$ cat src/rtl/ram64_fifo_ctrl.sv
// Valid/ready FIFO built on an external single-port RAM64 (64 x 16, sync write, comb read).
// One RAM access per cycle, arbitrated between push writes and pop-stage prefetch reads.
module ram64_fifo_ctrl #(
  parameter int unsigned WIDTH = 16,
  parameter int unsigned AW    = 6
) (
  input  logic             clk,
  input  logic             reset,
  input  logic             push_valid,
  output logic             push_ready,
  input  logic [WIDTH-1:0] push_data,
  output logic             pop_valid,
  input  logic             pop_ready,
  output logic [WIDTH-1:0] pop_data,
  output logic [AW:0]      count,
  output logic             full,
  output logic             empty,
  output logic [WIDTH-1:0] ram_in,
  output logic             ram_load,
  output logic [AW-1:0]    ram_address,
  input  logic [WIDTH-1:0] ram_out
);

  localparam int unsigned DEPTH = 2 ** AW;
  localparam int unsigned CW    = AW + 1;

  typedef enum logic {
    PRIO_WR = 1'b0,
    PRIO_RD = 1'b1
  } prio_t;

  prio_t           prio_q;
  prio_t           prio_d;
  logic [AW-1:0]   wr_ptr;
  logic [AW-1:0]   rd_ptr;
  logic [CW-1:0]   ram_cnt;
  logic            want_wr;
  logic            want_rd;
  logic            grant_wr;
  logic            grant_rd;

  // Arbitration: a lone request wins; on contention prio picks and then flips.
  always_comb begin
    prio_d      = prio_q;
    want_wr     = 1'b0;
    want_rd     = 1'b0;
    grant_wr    = 1'b0;
    grant_rd    = 1'b0;
    push_ready  = 1'b0;
    ram_load    = 1'b0;
    ram_in      = push_data;
    ram_address = rd_ptr;

    want_wr  = push_valid && (ram_cnt != CW'(DEPTH)) && !reset;
    want_rd  = (ram_cnt != '0) && (!pop_valid || pop_ready);
    grant_wr = want_wr && (!want_rd || (prio_q == PRIO_WR));
    grant_rd = want_rd && !grant_wr;

    if (want_wr && want_rd) begin
      prio_d = (prio_q == PRIO_WR) ? PRIO_RD : PRIO_WR;
    end

    if (grant_wr) begin
      push_ready  = 1'b1;
      ram_load    = 1'b1;
      ram_address = wr_ptr;
    end
  end

  always_ff @(posedge clk or posedge reset) begin
    if (reset) begin
      prio_q    <= PRIO_WR;
      wr_ptr    <= '0;
      rd_ptr    <= '0;
      ram_cnt   <= '0;
      pop_valid <= 1'b0;
      pop_data  <= '0;
    end else begin
      prio_q <= prio_d;
      if (grant_wr) begin
        wr_ptr  <= wr_ptr + AW'(1);
        ram_cnt <= ram_cnt + CW'(1);
      end else if (grant_rd) begin
        rd_ptr  <= rd_ptr + AW'(1);
        ram_cnt <= ram_cnt - CW'(1);
      end
      // A prefetch read refills the pop stage even while it is being drained.
      if (grant_rd) begin
        pop_data  <= ram_out;
        pop_valid <= 1'b1;
      end else if (pop_valid && pop_ready) begin
        pop_valid <= 1'b0;
      end
    end
  end

  assign count = ram_cnt + CW'(pop_valid);
  assign full  = (ram_cnt == CW'(DEPTH));
  assign empty = (count == '0);

endmodule

$ cat config.mk
export PLATFORM = sky130hd
export DESIGN_NAME = ram64_fifo_ctrl
export DESIGN_NICKNAME = d
export VERILOG_FILES = /design/src/rtl/ram64_fifo_ctrl.sv
export SDC_FILE = /design/constraint.sdc
export NUM_CORES = 1
export LEC_CHECK = 0
export ABC_CLOCK_PERIOD_IN_PS = 2900
export BUFFER_PORTS_ARGS = -buffer_cell sky130_fd_sc_hd__buf_2
export CORE_ASPECT_RATIO = 1.2
export CORE_MARGIN = 3
export CORE_UTILIZATION = 45
export CTS_CLUSTER_DIAMETER = 30
export DETAILED_ROUTE_END_ITERATION = 10
export GPL_TIMING_DRIVEN = 0
export MAX_ROUTING_LAYER = met4
export PLACE_DENSITY = 0.75
export SLEW_MARGIN = 20
export SYNTH_ARGS = -nofsm -noshare
export SYNTH_HDL_FRONTEND = slang
export SYNTH_SLANG_ARGS = --single-unit
$ cat constraint.sdc
create_clock -name clk -period 2.9 [get_ports clk]
set_input_delay 0 -clock clk [delete_from_list [all_inputs] [get_ports clk]]
set_output_delay 0 -clock clk [all_outputs]
set_load 0.01 [all_outputs]
==> results by group <==
Critical path
  • Critical Path AT: 2.92 ns
  • Req. time, crit path: ~3.1 ns
  • Reg2reg setup slack: 0.20 ns
  • CP Class: flop to flop
  • Crit path max fanout: 7
  • Critical path launch point type: flop
  • Reg-to-reg critical path endpoint: ram_cnt[6]
  • R2r worst-path depth: 10
  • Crit path max-delay family: simple AND/OR/NAND/NOR gates
  • Endpoint class of the critical path: flop
  • Start point of the critical path: ram_cnt[0]
  • Stages on worst setup path: 10
  • WP buf/inv: 0
  • Largest stage delay, worst path: around 0.48 ns
  • Critical path, cell by cell: nor4_4 -> nand2_1 -> nand3_1 -> nand3_4 -> fa_2 -> a211oi_1 -> o21bai_1 -> a21oi_2 -> mux2i_4 -> xnor2_1
  • FF-to-FF Start: ram_cnt[0]
  • Worst path slowest cell: dfrtp_2
  • Crit path capture: ram_cnt[6]

Placement
  • GPL Wtd Cong: between 0.7 and 0.8
  • Buffers added on ports: 69
  • DP Worst Slack: 0.0161 ns
  • Detailed Place HPWL: 3130 um

Pwr
  • Power density cells: roughly 1000 nW/um^2
  • Power, Total: about 0.0028 W
  • Max rail drop VDD: ~0.00046 V
  • Leak: 1.41 nW

Clock tree
  • H-tree levels: 2
  • Worst-skew pair later-pin latency: slightly below 0.3 ns
  • CTS tree: yes
  • Clk Tree Root Cell: clkbuf_8
  • Post-CTS setup buffers: 0
  • Clock Pin Slew Worst Setup and Hold Paths: approximately 0.07 ns
  • CTS Buf Count: 5
  • Clock tree buffer depth: 2
  • Clock sinks: 37

Die
  • Total Die Area: 5670 um^2
  • Die Wd: ~70 um
  • Core ar.: ~4600 um^2
  • Die height: between 80 and 90 um
  • Initial Util: 0.467
  • Core Rows: 27
  • Top Ports: 86

STA
  • Final count of pins violating max slew: 0
  • Setup ws final: 0.201 ns
  • Unrepaired setup endpoints after global routing: false
  • Fmax: between 300 and 400 MHz
  • Hold_ws: about 0.11 ns
  • Layout Skew: 0.00286 ns
  • Slew headroom: 0.739
  • Setup TNS: 0 ns
  • Final Cycle Share: 0.931
  • Worst-Margin Slew: 0.392 ns
  • Hold Vio Cnt, Final: 0
  • Minimum clock period: between 2 and 3 ns
  • Final setup vio count: 0

Final layout
  • N_diodes: 0
  • Area growth, synth to finish: 34.3%
  • Share of post-route cells with drive strength above 1: 0.530
  • Nets@finish: between 300 and 400
  • # fillers: around 350

Detailed routing
  • ANT nets after route: 0
  • Remaining DRCs: 0
  • Detailed Routing Iterations Pass 1: 5
  • Routed length per instance: about 14 um
  • Drt first-iter violations: just over 60
  • Routed via count: approximately 1600
  • Routed WL: 4420 um
  • Via density: roughly 4.9

Global route
  • Vias in the first global route: 1561
  • Congestion Overflow GR: 0
  • Largest net degree at the start of global routing: 34
  • GRT Overall Usage: 0.168
  • First-pass GRT wire length: between 7000 and 8000 um
  • Initial antenna violation count: 0

Synth
  • FF+latch count, synth: 37
  • Mux contribution to synthesized area: 0.189
  • Syn nets: 217
  • Unique masters post-synth: 38
  • Xor/xnor cell area share of the yosys netlist: 0.0892
  • Mapped Cells: between 150 and 200
  • Number of synthesized flops with an enable pin: 0
  • Post-Synth Adder-Cell Area: 0.0614
  • Compound-cell area share of the yosys netlist: 0.0382
  • Sequential fraction of the synthesis area: 0.428
  • Async set-or-reset flop fraction in the synthesized netlist: 1.00
  • Syn Area/Cell: ~13 um^2
  • Largest family of logic cells by synthesized area: multiplexers
  • Synth Flop Type: dfrtp_1
  • Synth Area in Simple Gates: 0.0967
  • Ys Warns: 0
  • Post-Syn Area: approximately 2200 um^2

Min path
  • Class of the worst hold path: primary input to flop

Outcome
  • Status: complete, no violations

Job
  • # Max-Cap Violations: 0
==> where the power goes <==
group	switching, W	internal (W)
Clock	0.000181	0.000280
Sequential	0.000252	0.000730
Combinational	0.000617	0.000788
==> cell usage in the layout (no fill, tap or decap), types with 2 or more instances in the layout <==
cell type | netlist | routed
nor2_1 | 2 | 2
buf_2 | 0 | 69
nor2b_1 | 2 | 2
buf_4 | 17 | 17
dfrtp_2 | 0 | 2
and3_1 | 3 | 3
ha_1 | 9 | 9
inv_2 | 1 | 2
xor2_1 | 4 | 4
clkbuf_8 | 0 | 6
nand2_1 | 7 | 7
dlygate4sd3_1 | 0 | 17
mux2_2 | 13 | 13
nand4_1 | 5 | 5
inv_1 | 4 | 3
dfrtp_1 | 37 | 35
a21oi_1 | 4 | 3
nand3_1 | 5 | 5
xnor2_1 | 18 | 18
mux2_4 | 16 | 16
buf_6 | 2 | 2
buf_12 | 2 | 3
==> through the flow <==
step,utilization,area (um^2),std cells
6_report,0.627,2900,324
2_1_floorplan,-,2160,171
3_3_place_gp,0.557,2580,298
4_1_cts,0.624,2890,324
3_5_place_dp,0.562,2600,299
5_1_grt,0.627,2900,324
==> Yosys cell counts (2+ instances only) <==
cell / instances / share of area
nand3_1: 5 / 0.012
and3_1: 3 / 0.0087
xnor2_1: 18 / 0.073
nand2_1: 7 / 0.012
a21oi_1: 4 / 0.0093
nand4_1: 5 / 0.014
mux2_4: 16 / 0.11
dfrtp_1: 37 / 0.43
ha_1: 9 / 0.052
xor2_1: 4 / 0.016
inv_1: 4 / 0.0069
nor2b_1: 2 / 0.0058
buf_12: 2 / 0.019
buf_4: 17 / 0.059
nor2_1: 2 / 0.0035
mux2_2: 13 / 0.068
buf_6: 2 / 0.010
==> layout make-up <==
| class | count | area, um^2 | share of cell area |
|---|---|---|---|
| Buffer | 21 | 190 | 0.0655 |
| Clock buffer | 7 | 86.3 | 0.0298 |
| Clock inverter | 1 | 30.0 | 0.0103 |
| Inverter | 5 | 18.8 | 0.00647 |
| Multi-Input combinational cell | 108 | 1040 | 0.358 |
| Sequential cell | 37 | 928 | 0.320 |
| Tap cell | 58 | 72.6 | 0.0250 |
| Timing Repair Buffer | 87 | 536 | 0.185 |
==> state kept, by name, indices dropped and copies added, names as in the netlist <==
name	flops
rd_ptr	6
wr_ptr	6
ram_cnt	7
pop_valid	1
prio_q	1
pop_data	16
==> worst min-delay path, cell delays in order <==
cell,delay [ns]
buf_2,0.10
nor2b_1,0.14
or2_2,0.13
==> cell families (layout without fill, tap and decap cells) <==
| group | after synthesis | count (layout) |
|---|---|---|
| mux | 30 | 30 |
| buf+inv | 26 | 121 |
| flops | 37 | 37 |
| xor+xnor | 22 | 22 |
| compound gates | 12 | 12 |
| fa+ha+maj | 10 | 10 |
| simple gates | 34 | 34 |
==> how the worst min path moves through the flow <==
| stage | slack [ns] | to | startpoint | cells after the start |
|---|---|---|---|---|
| floorplan | 0.09 | ram_in[0] | push_data[0] | 1 |
| global placement | 0.18 | ram_in[14] | push_data[14] | 2 |
| detailed placement | -0.08 | pop_valid | reset | 2 |
| CTS | 0.1 | pop_valid | pop_ready | 3 |
| global route | 0.10 | pop_valid | pop_ready | 3 |
| finish | 0.11 | pop_valid | pop_ready | 3 |
==> metal layers <==
| metal | vias to the layer above | wire, um | track usage | part of all wire |
|---|---|---|---|---|
| li1 | 765 | - | - | - |
| met1 | 748 | 1820 | 0.193 | 0.41 |
| met2 | 62 | 2290 | 0.286 | 0.52 |
| met3 | 8 | 243 | 0.0490 | 0.055 |
| met4 | 0 | 59 | 0.0508 | 0.013 |
| met5 | - | 0 | - | 0 |
==> timing repair <==
| action | CTS | global route |
|---|---|---|
| endpoints found under the hold margin | 53 | 0 |
| hold buffers | 17 | 0 |
| endpoints found under the setup margin | 1 | 1 |
| gates resized for setup | 1 | 4 |
No activity file was read; power rests on OpenSTA's default activity.
